**config.mk**
```make
export PLATFORM = sky130hd
export DESIGN_NAME = mutex_client
export DESIGN_NICKNAME = d
export VERILOG_FILES = /design/src/rtl/async_lock_pkg.sv /design/src/rtl/sync_ff.sv /design/src/rtl/mutex_client.sv
export SDC_FILE = /design/constraint.sdc
export NUM_CORES = 1
export LEC_CHECK = 0
export ABC_AREA = 1
export CORE_MARGIN = 2
export CORE_UTILIZATION = 50
export CTS_CLUSTER_DIAMETER = 120
export DETAILED_ROUTE_END_ITERATION = 12
export GPL_TIMING_DRIVEN = 0
export PLACE_DENSITY = 0.84
export SKIP_LAST_GASP = 1
export SLEW_MARGIN = 0
export SYNTH_ARGS = -nofsm -noshare
export SYNTH_HDL_FRONTEND = slang
export SYNTH_HIERARCHICAL = 1
export SYNTH_SLANG_ARGS = --single-unit
export TNS_END_PERCENT = 1
```
**constraint.sdc**
```tcl
create_clock -name clk -period 3.4 [get_ports clk]
set_clock_uncertainty 0.05 [all_clocks]
set_input_delay 0.68 -clock clk [delete_from_list [all_inputs] [get_ports clk]]
set_output_delay 0.68 -clock clk [all_outputs]
set_load 0.02 [all_outputs]
```
**src/rtl/async_lock_pkg.sv**
```systemverilog
// Shared types for the asynchronous-mutex client family.
// Latency: n/a (types and constants only).
// Backpressure: n/a.
package async_lock_pkg;

  // Default depth for every clock-crossing synchronizer in this family.
  localparam int SYNC_STAGES_DEF = 2;

  typedef enum logic [2:0] {
    ST_IDLE    = 3'd0,
    ST_REQ     = 3'd1,
    ST_HOLD    = 3'd2,
    ST_RELEASE = 3'd3,
    ST_REL_TO  = 3'd4
  } lock_state_t;

endpackage

```
**src/rtl/sync_ff.sv**
```systemverilog
// N-flop single-bit synchronizer for signals asynchronous to clk.
// Latency: STAGES clk edges from d to q.
// Backpressure: none; free-running.
//
// Ports: clk, rst_n (async active-low, clears every stage), d (async input),
//        q (synchronized output).
module sync_ff
  import async_lock_pkg::*;
#(
  parameter int STAGES = SYNC_STAGES_DEF
) (
  input  logic clk,
  input  logic rst_n,
  input  logic d,
  output logic q
);

  logic [STAGES-1:0] sr;

  always_ff @(posedge clk or negedge rst_n) begin
    if (!rst_n) sr <= '0;
    else        sr <= {sr[STAGES-2:0], d};
  end

  assign q = sr[STAGES-1];

endmodule

```
**src/rtl/mutex_client.sv**
```systemverilog
// Requester-side 4-phase controller for an asynchronous NAND mutex.
// Latency: req rises 1 cycle after accept; grant seen SYNC_STAGES+1 cycles after gnt.
// Backpressure: acq_ready low outside IDLE or while a grant is still visible.
//
// Ports: clk, rst_n (async active-low); acq_valid/acq_ready acquisition handshake;
//        hold_cycles (latched on accept); rel (early release, used in HOLD only);
//        req/gnt to and from the mutex; held, done, timeout status; grant_count.
module mutex_client
  import async_lock_pkg::*;
#(
  parameter int SYNC_STAGES = SYNC_STAGES_DEF,
  parameter int HOLD_W      = 8,
  parameter int TIMEOUT     = 255,
  parameter int CNT_W       = 8
) (
  input  logic              clk,
  input  logic              rst_n,
  input  logic              acq_valid,
  output logic              acq_ready,
  input  logic [HOLD_W-1:0] hold_cycles,
  input  logic              rel,
  output logic              req,
  input  logic              gnt,
  output logic              held,
  output logic              done,
  output logic              timeout,
  output logic [CNT_W-1:0]  grant_count
);

  // The wait counter serves both the REQ timeout and the REL_TO settle window.
  localparam int WAIT_MAX = (TIMEOUT > SYNC_STAGES) ? TIMEOUT : SYNC_STAGES;
  localparam int WAIT_W   = $clog2(WAIT_MAX + 1);
  localparam int WARM_W   = $clog2(SYNC_STAGES + 1);
  localparam logic [WAIT_W-1:0] TO_LAST = WAIT_W'((TIMEOUT == 0) ? 0 : TIMEOUT - 1);
  localparam logic [WAIT_W-1:0] SETTLE  = WAIT_W'(SYNC_STAGES);
  localparam logic [WARM_W-1:0] WARM_DONE = WARM_W'(SYNC_STAGES);
  localparam bit TO_EN = (TIMEOUT != 0);

  lock_state_t       state_q, state_d;
  logic [HOLD_W-1:0] hcnt_q, hcnt_d;
  logic [WAIT_W-1:0] wcnt_q, wcnt_d;
  logic [WARM_W-1:0] warm_cnt;
  logic              warm;
  logic              gnt_s;
  logic              accept;
  logic              grant_d, done_d, to_d;

  sync_ff #(.STAGES(SYNC_STAGES)) u_gnt_sync (
    .clk   (clk),
    .rst_n (rst_n),
    .d     (gnt),
    .q     (gnt_s)
  );

  // The synchronizer is cleared by reset, so its output says nothing about a
  // grant still held by the mutex until it has been refilled. Keep acq_ready
  // off until SYNC_STAGES clean samples have passed through.
  always_ff @(posedge clk or negedge rst_n) begin
    if (!rst_n)     warm_cnt <= '0;
    else if (!warm) warm_cnt <= warm_cnt + WARM_W'(1);
  end
  assign warm = (warm_cnt == WARM_DONE);

  assign acq_ready = (state_q == ST_IDLE) & ~gnt_s & warm;
  assign accept    = acq_valid & acq_ready;

  always_comb begin
    state_d = state_q;
    hcnt_d  = hcnt_q;
    wcnt_d  = '0;
    grant_d = 1'b0;
    done_d  = 1'b0;
    to_d    = 1'b0;
    case (state_q)
      ST_IDLE: begin
        if (accept) begin
          state_d = ST_REQ;
          hcnt_d  = hold_cycles;
        end
      end
      ST_REQ: begin
        if (gnt_s) begin
          state_d = ST_HOLD;
          grant_d = 1'b1;
        end else if (TO_EN && (wcnt_q == TO_LAST)) begin
          state_d = ST_REL_TO;
          to_d    = 1'b1;
        end else begin
          wcnt_d = wcnt_q + WAIT_W'(1);
        end
      end
      ST_HOLD: begin
        if ((hcnt_q == '0) || rel) state_d = ST_RELEASE;
        else                       hcnt_d  = hcnt_q - HOLD_W'(1);
      end
      ST_RELEASE: begin
        if (!gnt_s) begin
          state_d = ST_IDLE;
          done_d  = 1'b1;
        end
      end
      ST_REL_TO: begin
        // A grant racing the falling req can reach gnt_s up to SYNC_STAGES
        // cycles after entry; a low gnt_s is only trusted after that window.
        if (wcnt_q < SETTLE)  wcnt_d  = wcnt_q + WAIT_W'(1);
        else if (!gnt_s)      state_d = ST_IDLE;
        else                  wcnt_d  = wcnt_q;
      end
      default: state_d = ST_IDLE;
    endcase
  end

  // Outputs come straight from flops decoded off the next state, so req is
  // glitch-free and changes only on clock edges.
  always_ff @(posedge clk or negedge rst_n) begin
    if (!rst_n) begin
      state_q     <= ST_IDLE;
      hcnt_q      <= '0;
      wcnt_q      <= '0;
      req         <= 1'b0;
      held        <= 1'b0;
      done        <= 1'b0;
      timeout     <= 1'b0;
      grant_count <= '0;
    end else begin
      state_q <= state_d;
      hcnt_q  <= hcnt_d;
      wcnt_q  <= wcnt_d;
      req     <= (state_d == ST_REQ) || (state_d == ST_HOLD);
      held    <= (state_d == ST_HOLD);
      done    <= done_d;
      timeout <= to_d;
      if (grant_d) grant_count <= grant_count + CNT_W'(1);
    end
  end

endmodule

```
# [Yosys cells after proc, flatten, opt, wreduce, memory -nomap -nowiden]
# Index checks and enable logic that the tools add are counted.
[word_totals] output_inout_bits=13 input_bits=13 word_cells=58 register_bits=35
[classes] muxes=22 reduce_logical=6 bitwise_logic=4 n_lt_le_gt_ge=1 eq_ne=11 addsub=4
[ops] operator="two-way mux 8 bit" n=6
[ops] operator="one-hot mux 8 bit (2 select lines)" n=2
[ops] operator="two-way mux 3 bit" n=6
[ops] operator="adder 8 x 1 -> 8 bit (second input constant)" n=2
[ops] operator="one-hot mux 3 bit (5 select lines)" n=1
[ops] operator="equality test 3 x 2 -> 1 bit (second input constant)" n=3
[ops] operator="equality test 8 bit (second input constant)" n=1
[ops] operator="logical NOT 8 bit" n=1
[ops] operator="< comparator 8 x 2 -> 1 bit (second input constant)" n=1
[ops] operator="subtractor 8 x 1 -> 8 bit (second input constant)" n=1
[ops] operator="two-way mux 1 bit" n=7
[ops] operator="equality test 3 x 1 -> 1 bit (second input constant)" n=2
[ops] operator="inequality test 2 bit (second input constant)" n=2
[ops] operator="bitwise AND 1 bit" n=3
[ops] operator="equality test 3 bit (second input constant)" n=1
[ops] operator="logical NOT 3 bit" n=1
[ops] operator="inequality test 3 bit (second input constant)" n=1
[ops] operator="AND reduction 3 bit" n=1
[ops] operator="adder 2 x 1 -> 2 bit (second input constant)" n=1
[ops] operator="equality test 2 bit (second input constant)" n=1
[ops] operator="logical OR 1 bit" n=2
[ops] operator="nonzero test 2 bit" n=1
[ops] operator="NOT 1 bit" n=1

# [Longest topological paths before layout]
# Gate-level depths: netlist of run 1.
[depth] depth_word=8 depth_mapped=11 depth_no_buf=11

# [By module]
# The synthesis of run 1 kept the hierarchy.
[modules_own_cells] mod="mutex_client" area_each_um2=1935.6 seq_area_each_um2=825.8 instances=1 cells_each=255
[modules_own_cells] mod="sync_ff" area_each_um2=50.0 seq_area_each_um2=50.0 instances=1 cells_each=2

# [Least setup slack after synthesis of run 1]
# No wires, ideal clock.
[synth_path] path_type="register to output" start="reg warm_cnt[0]" end="out acq_ready" required_time_ns=2.670 arrival_time_ns=0.877 stages_incl_launch_ff=5 path_slack_ns=1.793 path_buffers=0 path_cell_list="dfrtp_1 inv_1 ha_1 nand4_2 inv_2"
[synth_via] elab_chain_len=2
[synth_rtl] item="start: declaration" line="mutex_client.sv:42" rtl="logic [WARM_W-1:0] warm_cnt;"
[synth_rtl] item="start signal: assignment" line="mutex_client.sv:60" rtl="else if (!warm) warm_cnt <= warm_cnt + WARM_W'(1);"
[synth_rtl] item="equality test 2 bit" line="mutex_client.sv:62" rtl="assign warm = (warm_cnt == WARM_DONE);"
[synth_rtl] item="bitwise AND 1 bit" line="mutex_client.sv:64" rtl="assign acq_ready = (state_q == ST_IDLE) & ~gnt_s & warm;"
[synth_rtl] item="end: declaration" line="mutex_client.sv:19" rtl="output logic acq_ready,"
# No other way between the ends.

# [Final worst setup path of run 1]
# Ends and elaborated chain as after synthesis.

==> reports/qor.csv, run 1 <==
stage;metric;value;unit
critical_path;crit_type;register to primary output;
clock_tree;ctsHoldBuffers;0;
layout;final_cell_mix;nand2_1 (74), inv_1 (36), dfrtp_1 (35);
synthesis;yosysSeqAreaShare;44.1;%
drt;drc_errors;0;
grt;grt_pass1_wl;6.91;mm
placed_design;dp.cells;330;
layout;finish.net_count;307;
placed_design;hpwl;2.78;mm
synthesis;yosysWarnings;6;
synthesis;synth_top_family_by_area;simple AND/OR/NAND/NOR gates;
synthesis;synth_fa_ha_area_share;3.15;%
grt;antenna_found_initial;0;
placed_design;gp_congestion;0.869;
run;drv_cap;0;
grt;grtUsageMet2;33.3;%
synthesis;syn_nets;275;
synthesis;synth-seq-cells;35;
synthesis;synth_xor_area_share;3.53;%
synthesis;synth_top_area_share;44.1;%
power;cellLeakagePower;1.18;nW
layout;finish.utilization;63.9;%
drt;wire_per_inst;11.7;um
layout;drive_above_1_share;11.0;%
clock_tree;ctsResizeCount;0;
drt;vias;1723;
grt;use_met1;25.1;%
synthesis;synth_top_area_cell;dfrtp_1;
sta;maxSlewHeadroom;49.5;%
floorplan;die-area;4490;um^2
grt;gr-usage-met3;5.07;%
grt;grt_util_all_layers;20.8;%
placed_design;placed_area;2290;um^2
grt;grt.overflow.total;0;
synthesis;yosysUniqueCellTypes;25;
sta;fin_hold_ws;0.314;ns
placed_design;io_buffers;25;
critical_path;worst_ep_required_time;2.67;ns
layout;instances_no_fill;338;
clock_tree;cts_tree;yes;
sta;period_needed;2.53;ns
min_path;hold_class;register to register;
critical_path;crit_path_start_kind;register;
floorplan;start_util;53.0;%
sta;tns;0;ns
clock_tree;clock_sinks;35;
floorplan;coreArea;3740;um^2
layout;area_growth_syn_to_layout;20.4;%
sta;rsz0062_at_grt;false;
clock_tree;postCtsSetupBuffers;0;
grt;grt-busiest-layer;met2;
sta;setup_slack;0.869;ns
floorplan;die_h;67.0;um
critical_path;crit_arrival;1.80;ns
drt;wirelength;3.96;mm
floorplan;rows;22;
clock_tree;clk_latency;0.30;ns
clock_tree;cts_buffer_depth;2;
critical_path;reg2reg_setup_slack;1.79;ns
drt;antenna_left;0;
clock_tree;cts_htree_levels;2;
placed_design;dp_slack;1.17;ns
grt;grt_pass1_vias;1638;
clock_tree;clkTransAtPathRegs;0.07;ns
drt;avgViaCountPerCell;5.10;
synthesis;synth_mux_area_share;0;%
sta;worstMarginPinSlew;0.757;ns
clock_tree;cts_buffers;5;
power;powerDensity;677;nW/um^2
critical_path;endpoint_kind;primary output;
layout;fin_area;2390;um^2
floorplan;io_pins;26;
layout;mostFrequentLayoutCell;nand2_1;
sta;slew_viol_final;0;
synthesis;synth_compound_area_share;5.80;%
power;ir_drop;421;uV
drt;firstDrtPassIters;6;
synthesis;avgSynthCellArea;7.73;um^2
layout;antenna_cells;0;
grt;grt_max_degree;36;
sta;max_freq;395;MHz
critical_path;crit_fanout;4;
sta;finalHoldViolations;0;
sta;fin_crit_sh;74.4;%
sta;setup_viol;0;
synthesis;synth_area_leaders;dfrtp_1 (44%), nand2_1 (14%), inv_1 (6.8%);
drt;drtIter0Drc;118;
synthesis;synth_area;1990;um^2
power;power;1.62;mW
synthesis;synthSimpleGateAreaFrac;34.7;%
status;status;completed;
synthesis;syn_inst;257;
floorplan;die_x;67.0;um
clock_tree;cts_root_buf;clkbuf_8;
[power breakdown]
part | internal (mW) | switching [mW] | total [mW]
combinational | 0.262 | 0.414 | 0.676
clock | 0.185 | 0.153 | 0.337
sequential | 0.514 | 0.0919 | 0.606
[sequential cells by signal, indices dropped and copies added (netlist names)]
signal / cells
warm_cnt: 2
req: 1
done: 1
wcnt_q: 8
held: 1
timeout: 1
u_gnt_sync/sr: 2
grant_count: 8
state_q: 3
hcnt_q: 8
[per-layer routing]
| layer | part of all wire [%] | vias to the layer above |
|---|---|---|
| met1 | 43 | 798 |
| met4 | 2.3 | 0 |
| met2 | 49 | 42 |
| met5 | 0 | - |
| li1 | - | 874 |
| met3 | 5.4 | 9 |
[cells in the mapped netlist]
library cell  count
inv_1            36
inv_2             4
nand2_2           6
nand4_1           7
nand3_1          20
nor2_1           18
nand4_2           2
o21ai_2           1
nor2_2            3
or2_0             2
dfrtp_1          35
buf_6             2
nor3_1            5
xor2_1            4
o21ai_1           6
nor2_4            3
nand3b_1          2
ha_1              5
o21ai_0          12
nand2_1          74
nand3_2           1
nand2_4           2
xnor2_1           4
a31oi_1           1
a21oi_1           2
[kinds of logic (layout without fill, tap and decap cells)]
kind of cell               after synthesis  count (layout)
and+or+nand+nor                        145             145
DFF                                     35              35
adders and majority gates                5               5
AOI/OAI and AO/OA                       22              22
xor gates and xnor gates                 8               8
buffers and inverters                   42              75
[final timing paths]
check	startpoint	endpoint	depth (start not counted)
hold / removal	u_gnt_sync/sr[0]$_DFF_PN0_	u_gnt_sync/sr[1]$_DFF_PN0_	0
max in group asynchronous	rst_n	hcnt_q[3]$_DFFE_PN0P_	1
setup / recovery	warm_cnt[0]$_DFFE_PN0P_	acq_ready	5
hold reg to reg	u_gnt_sync/sr[0]$_DFF_PN0_	u_gnt_sync/sr[1]$_DFF_PN0_	0
min in group asynchronous	rst_n	wcnt_q[3]$_DFFE_PN0P_	1
setup reg to reg	hcnt_q[0]$_DFFE_PN0P_	hcnt_q[2]$_DFFE_PN0P_	10
[worst max-delay path, cell delays in order (launching register included)]
cell,delay (ns)
dfrtp_1,0.39
inv_1,0.07
ha_1,0.24
nand4_2,0.14
inv_2,0.08
clkdlybuf4s50_1,0.60
[final cells by class]
type / count / area, um^2
well taps: 48 / 60.1
inverters: 40 / 150
repair buffers: 25 / 245
flip-flops and latches: 35 / 876
clock buffers: 8 / 100
fillers: 341 / 1350
multi-input cells: 180 / 937
plain buffers: 2 / 22.5
(Power assumes the default switching activity.)
==> run 2, diff against run 1 <==
- CORE_UTILIZATION: 50 -> 49
- PLACE_DENSITY: 0.84 -> 0.86
- clock period: 3.4 -> 2 ns (I/O delays scaled with it)
==> reports/qor.csv, run 2 (synthesis gave the netlist of run 1 again) <==
stage;metric;value;unit;change
power;p_sw;1.14;mW;+74%
power;ir_drop;875;uV;+110%
critical_path;worst_ep_required_time;1.55;ns;-1.12 ns
power;p_seq_share;34.8;%;-2.6 points
status;status;completed;;
sta;worstMarginPinSlew;0.749;ns;-0.00795 ns
grt;grt_max_degree;36;;unchanged
clock_tree;cts_htree_levels;2;;unchanged
run;drv_cap;0;;unchanged
layout;area_growth_syn_to_layout;22.1;%;
layout;antenna_cells;0;;unchanged
clock_tree;cts_tree;yes;;
sta;slew_viol_final;0;;unchanged
layout;drive_above_1_share;11.7;%;+0.69 points
layout;fillers;346;;+1.5%
clock_tree;ctsHoldBuffers;0;;unchanged
floorplan;io_pins;26;;unchanged
critical_path;endpoint_kind;primary output;;
floorplan;start_util;50.4;%;-2.7 points
clock_tree;clock_sinks;35;;unchanged
placed_design;hpwl;2.81;mm;+0.98%
grt;grt_pass1_vias;1600;;-2.3%
clock_tree;postCtsSetupBuffers;0;;unchanged
placed_design;placed_area;2290;um^2;+0.11%
clock_tree;cts_root_buf;clkbuf_8;;
drt;drc_errors;0;;unchanged
floorplan;die_x;67.7;um;+0.95%
layout;top_regs;grant_count x8, hcnt_q x8, wcnt_q x8;;
layout;finish.net_count;307;;unchanged
drt;avgViaCountPerCell;5.16;;+1.3%
clock_tree;cts_buffer_depth;2;;unchanged
critical_path;cpPeakStageDelay;0.64;ns;+0.04 ns
power;switching_share;38.8;%;-1.9 points
power;power.internal;1.81;mW;+88%
floorplan;die_h;67.7;um;+0.95%
drt;firstDrtPassIters;4;;-2
sta;setup_slack;0.166;ns;-0.703 ns
sta;period_needed;1.83;ns;
grt;grt_pass1_wl;6.88;mm;-0.39%
clock_tree;clkTransAtPathRegs;0.08;ns;about the same
sta;setup_viol;0;;unchanged
min_path;hold_class;primary input to async pin;;
power;power_frac_clock;26.0;%;+5.2 points
critical_path;critPathBufInv;1;;-2
drt;wire_per_inst;11.8;um;+0.52%
power;cellLeakagePower;1.20;nW;+1.2%
sta;max_freq;545;MHz;
placed_design;dp_slack;0.0679;ns;-1.10 ns
clock_tree;clk_latency;0.30;ns;about the same
critical_path;crit_arrival;1.38;ns;-0.42 ns
drt;drtIter0Drc;84;;-29%
drt;antenna_left;0;;unchanged
sta;finalHoldViolations;0;;unchanged
layout;fin_area;2420;um^2;+1.4%
grt;grt_util_all_layers;20.5;%;-0.27 points
drt;vias;1756;;+1.9%
layout;final_cell_mix;nand2_1 (74), inv_1 (36), dfrtp_1 (35);;
critical_path;crit_family;buffers and inverters;;
power;powerDensity;1220;nW/um^2;+80%
floorplan;rows;23;;+4.5%
floorplan;coreArea;3940;um^2;+5.3%
placed_design;io_buffers;25;;unchanged
critical_path;path_cells;clkdlybuf4s50_1;;
critical_path;crit_fanout;5;;+1
sta;rsz0062_at_grt;false;;
drt;wirelength;4.00;mm;+1.1%
sta;fin_crit_sh;91.7;%;
grt;grt.overflow.total;0;;unchanged
placed_design;gp_congestion;0.929;;+6.9%
clock_tree;cts_buffers;5;;unchanged
layout;mostFrequentLayoutCell;nand2_1;;
floorplan;die-area;4580;um^2;+1.9%
power;combPwrFrac;39.2;%;-2.5 points
critical_path;crit_path_start_kind;register;;
grt;antenna_found_initial;0;;unchanged
critical_path;cpMaxStageDelayCell;clkdlybuf4s50_1;;
sta;maxSlewHeadroom;50.0;%;+0.53 points
critical_path;crit_type;register to primary output;;
-- run 2: cell types whose count changed in the layout (fill, tap and decap cells not counted) --
cell / delta
clkinvlp_4: +1
clkdlybuf4s50_1: -1
clkbuf_2: +1
bufinv_16: +2
clkbuf_8: -2
clkbuf_1: -1
-- run 2: final cells by class --
class	instances	area, um^2	area share [%]
repair buffers	25	240	9.91
flip-flops and latches	35	876	36.1
well taps	50	62.6	2.58
multi-input cells	180	937	38.6
clock inverters	3	67.6	2.79
clock buffers	5	68.8	2.84
inverters	40	150	6.19
plain buffers	2	22.5	0.929
-- run 2: through the flow --
step / instances / util (%) / hold WS, ns / TNS [ns] / power, mW
2_1_floorplan: 257 / - / 0.0544 / 0 / 1.83
3_3_place_gp: 332 / 58.3 / 0.285 / -10.13 / 2.15
3_5_place_dp: 332 / 58.2 / 0.286 / 0 / 2.19
4_1_cts: 340 / 61.6 / 0.146 / 0 / 2.96
5_1_grt: 340 / 61.5 / 0.180 / 0 / 3.16
6_report: 340 / 61.5 / 0.117 / 0 / 2.95
-- run 2: final timing paths --
path | start | cells after the start | to | slack (ns)
min | rst_n | 1 | timeout$_DFF_PN0_ | 0.12
max reg2reg | hcnt_q[0]$_DFFE_PN0P_ | 10 | hcnt_q[3]$_DFFE_PN0P_ | 0.38
max | grant_count[3]$_DFFE_PN0P_ | 1 | grant_count[3] | 0.17
min reg2reg | u_gnt_sync/sr[0]$_DFF_PN0_ | 0 | u_gnt_sync/sr[1]$_DFF_PN0_ | 0.30
max in group asynchronous | rst_n | 1 | hcnt_q[7]$_DFFE_PN0P_ | 1.30
min in group clk | u_gnt_sync/sr[0]$_DFF_PN0_ | 0 | u_gnt_sync/sr[1]$_DFF_PN0_ | 0.30
-- run 2: power groups by stage --
stage / clock network (mW) / logic (mW) / registers (mW)
2_1_floorplan: 0 / 0.747 / 1.08
3_3_place_gp: 0 / 1.11 / 1.03
3_5_place_dp: 0 / 1.15 / 1.04
4_1_cts: 0.782 / 1.15 / 1.03
5_1_grt: 0.808 / 1.30 / 1.05
6_report: 0.767 / 1.16 / 1.03
-- run 2: per-layer routing --
layer / track usage [%] / wire, um / part of all wire [%]
met4: 12.8 / 123 / 3.1
met1: 26.6 / 1800 / 45
met3: 4.00 / 226 / 5.6
met5: 0 / 0 / 0
met2: 31.4 / 1850 / 46
-- run 2: repair_timing --
action	CTS	global route
setup endpoints to repair	1	1
gates cloned	0	0
resized for setup	1	2
==> RTL change 1 (settings of run 1) <==
The parameter `TIMEOUT` goes from 255 to 510.
--- a/src/rtl/mutex_client.sv
+++ b/src/rtl/mutex_client.sv
@@ -10,7 +10,7 @@
 #(
   parameter int SYNC_STAGES = SYNC_STAGES_DEF,
   parameter int HOLD_W      = 8,
-  parameter int TIMEOUT     = 255,
+  parameter int TIMEOUT     = 510,
   parameter int CNT_W       = 8
 ) (
   input  logic              clk,
Function: no difference found for any inputs over 10 cycles, from zero or initial values and one cycle with rst_n low; that may be too few to reach the edited logic, so the function may still have changed.
==> RTL change 1 against run 1 <==
  * Sequential power up 3.5%
  * Sequential cell count up 1
  * Total power down 3.4%
  * Final cell count up 1.2%
  * Synthesized area up 1.4%
  * Routed wire length down 2.4%
  * Global-route usage down 1.6 points
  * Setup slack worse by 0.025 ns
  * Core utilization down 3.0 points
  * Combinational power down 4.1%
  * Design area up 0.31%
  * Count of clock-buffer cells in the layout down 2
  * Largest cell class unchanged
  * Largest power group unchanged
  * Highest routed layer unchanged
==> RTL change 1: results <==
detailed_routing:
  drtPass1Iterations: 4
  vias: 1741
  drt-initial-drc-count: 130
  routed_wl_mm: 3.86
place:
  dpl.hpwl_mm: 2.82
  placed_cells: 335
  place_area_um2: 2320
  gp_congestion: 0.897
pwr:
  switching_share_pct: 41.0
  ir_worst_vdd_uv: 416
  p_leak_nw: 1.15
cts:
  clock-sinks: 36
  htreeDepth: 2
critical_path:
  arrival_ns: 1.83
grt:
  grt_pass1_wl_mm: 6.48
  grt_pass1_vias: 1598
  grt_usage_pct: 19.1
  grt_max_degree: 37
synth:
  netlist_instances: 260
  ys_seq_area_share_pct: 44.7
  synth_cell_type_count: 27
  ys_top_cells_by_area: "dfrtp_1, nand2_1, inv_1"
  synthTopCellsByCount: "nand2_1, dfrtp_1, inv_1"
  syn_nets: 278
final_layout:
  fillers: 355
  reg.largest.list: "wcnt_q: 9 flops, grant_count: 8 flops, hcnt_q: 8 flops"
  nNetsFinal: 310
status:
  status: "completed"
timing:
  worst_pin_slew_ns: 0.781
## RTL change 1: cell families (layout without fill, tap and decap cells)
family	Yosys count	in the layout	synth area share (%)
AND/OR/NAND/NOR	154	154	35.7
flip-flops	36	36	44.7
buffers and inverters	34	66	6.84
AO/OA/AOI/OAI	23	23	6.09
XOR/XNOR	8	8	3.48
adder cells (fa/ha/maj)	5	5	3.11
## RTL change 1: final timing paths
path | to | slack, ns | start
worst max-delay path | acq_ready | 0.84 | warm_cnt[0]
worst min-delay path | u_gnt_sync/sr[1] | 0.31 | u_gnt_sync/sr[0]
worst max register to register | hcnt_q[4] | 1.73 | hcnt_q[0]
worst min register to register | u_gnt_sync/sr[1] | 0.31 | u_gnt_sync/sr[0]
max in group asynchronous | state_q[2] | 2.39 | rst_n
min in group asynchronous | hcnt_q[2] | 0.41 | rst_n
## RTL change 1: through the flow
stage / setup WS [ns] / power, mW / utilization (%)
after floorplan: 1.75 / 1.08 / -
after global placement: 0.776 / 1.26 / 59.0
after detailed placement: 1.14 / 1.28 / 58.9
after CTS: 0.820 / 1.57 / 60.8
after global routing: 0.755 / 1.68 / 60.8
final: 0.844 / 1.56 / 60.8
## RTL change 1: layer usage
metal  GRT usage (%)  vias to the layer above  part of all wire, %
met5               0                        -                    0
met4            12.8                        0                  2.4
met3            4.50                       12                  5.5
met2            31.4                       53                   49
met1            22.2                      784                   43
li1                -                      892                    -
## RTL change 1: cell type report
| type | instances | share of cell area [%] |
|---|---|---|
| plain buffers | 2 | 0.678 |
| clock buffers | 6 | 3.03 |
| clock inverters | 1 | 0.209 |
| inverters | 32 | 5.06 |
| multi-input cells | 190 | 40.6 |
| flip-flops and latches | 36 | 37.6 |
| well taps | 50 | 2.61 |
| repair buffers | 25 | 10.2 |
## RTL change 1: critical path, cell delays in order (launching register included)
cell and delay [ns]:
dfrtp_1 0.39, inv_1 0.07, ha_1 0.24, nand4_2 0.14, inv_1 0.10, clkdlybuf4s50_1 0.61
## RTL change 1: power groups by stage
stage	clock network, mW	registers (mW)	logic (mW)
global placement	0	0.628	0.631
CTS	0.294	0.627	0.653
global route	0.313	0.639	0.732
floorplan	0	0.655	0.427
finish	0.288	0.627	0.648
detailed placement	0	0.632	0.647
==> RTL change 2 (config.mk and constraints of run 1) <==
Without the edit above. The output `timeout` loses its register stage (`timeout` becomes a continuous assignment).
--- a/src/rtl/mutex_client.sv
+++ b/src/rtl/mutex_client.sv
@@ -120,7 +120,6 @@
       req         <= 1'b0;
       held        <= 1'b0;
       done        <= 1'b0;
-      timeout     <= 1'b0;
       grant_count <= '0;
     end else begin
       state_q <= state_d;
@@ -129,10 +128,11 @@
       req     <= (state_d == ST_REQ) || (state_d == ST_HOLD);
       held    <= (state_d == ST_HOLD);
       done    <= done_d;
-      timeout <= to_d;
       if (grant_d) grant_count <= grant_count + CNT_W'(1);
     end
   end
 
+  assign timeout = to_d;
+
 endmodule
 
Function: no difference found for any inputs over 10 cycles, from zero or initial values and one cycle with rst_n low; that may be too few to reach the edited logic, so the function may still have changed.
==> RTL change 2 against run 1 <==
  * Total power down 4.6%
  * Sequential cell count down 1
  * Count of clock-buffer cells in the layout down 2
  * Design area down 1.8%
  * Routed wire length down 7.1%
  * Synthesized area down 1.3%
  * Combinational power down 2%
  * Setup slack worse by 0.28 ns
  * Largest power group unchanged
==> RTL change 2: results <==
critical_path:
  r2r_slack_ns: 1.84
  cp_slowest_cell: "clkdlybuf4s50_1"
  slowest_delay_ns: 0.64
  worstSetupStartpoint: "wcnt_q[0]"
  cp_max_fo: 6
  rr_endpoint: "hcnt_q[6]"
grt:
  grt_pass1_wl_mm: 6.51
  grt_max_degree: 35
  use_met2_pct: 32.4
  grt_pass1_vias: 1602
  grt_usage_pct: 19.0
  grtUsageMet1_pct: 22.9
  met3_usage_pct: 4.39
timing:
  holdWs_ns: 0.315
  worst_pin_slew_ns: 0.746
  period_share_pct: 82.7
detailed_routing:
  routed_wl_mm: 3.68
  met3_length_um: 159
  vias_per_cell: 5.02
  drt-initial-drc-count: 122
  drtPass1Iterations: 4
  met2_length_mm: 1.73
  wl_met1_mm: 1.71
  vias: 1681
synth:
  ys_top_cells_by_area: "dfrtp_1, nand2_1, inv_1"
  synthTopCellsByCount: "nand2_1, inv_1, dfrtp_1"
  netlist_instances: 256
  ys_seq_area_share_pct: 43.4
  syn_nets: 274
cts:
  clkLatencyLatePin_ns: 0.28
  clockBufferDepth: 2
  cts_inserted_buffers: 5
min_path:
  min-delay-start: "u_gnt_sync/sr[0]"
place:
  numPortBuffers: 25
  gp_congestion: 0.892
  place_ws_ns: 0.881
  place_area_um2: 2270
  dpl.hpwl_mm: 2.76
  placed_cells: 329
pwr:
  ir_worst_vdd_uv: 388
  p_leak_nw: 1.16
  p_per_area_nw_per_um2: 658
final_layout:
  drive_gt1_share_pct: 10.8
  nNetsFinal: 306
status:
  status: "completed"
## RTL change 2: cell types whose count changed in the layout (fill, tap and decap cells not counted)
cell	change
clkbuf_1	-1
clkbuf_8	-1
dfrtp_1	-1
## RTL change 2: cell families after synthesis
kind of cell	share of synthesized area, %
DFF	43.4
AOI/OAI and AO/OA	5.87
adders and majority gates	3.19
and+or+nand+nor	35.2
buffers and inverters	8.81
xor gates and xnor gates	3.57
## RTL change 2: area by class of cell
type | count | area, um2
clock buffer | 6 | 82.6
fill | 335 | 1370
tap | 48 | 60.1
sequential | 34 | 851
multi-input combinational | 180 | 937
inverter | 40 | 150
buffer | 2 | 22.5
timing repair buffer | 25 | 245
## RTL change 2: power by group
group          total (mW)  internal (mW)  switching, mW
clock network       0.293          0.156          0.137
logic               0.660          0.262          0.398
registers           0.592          0.502         0.0898
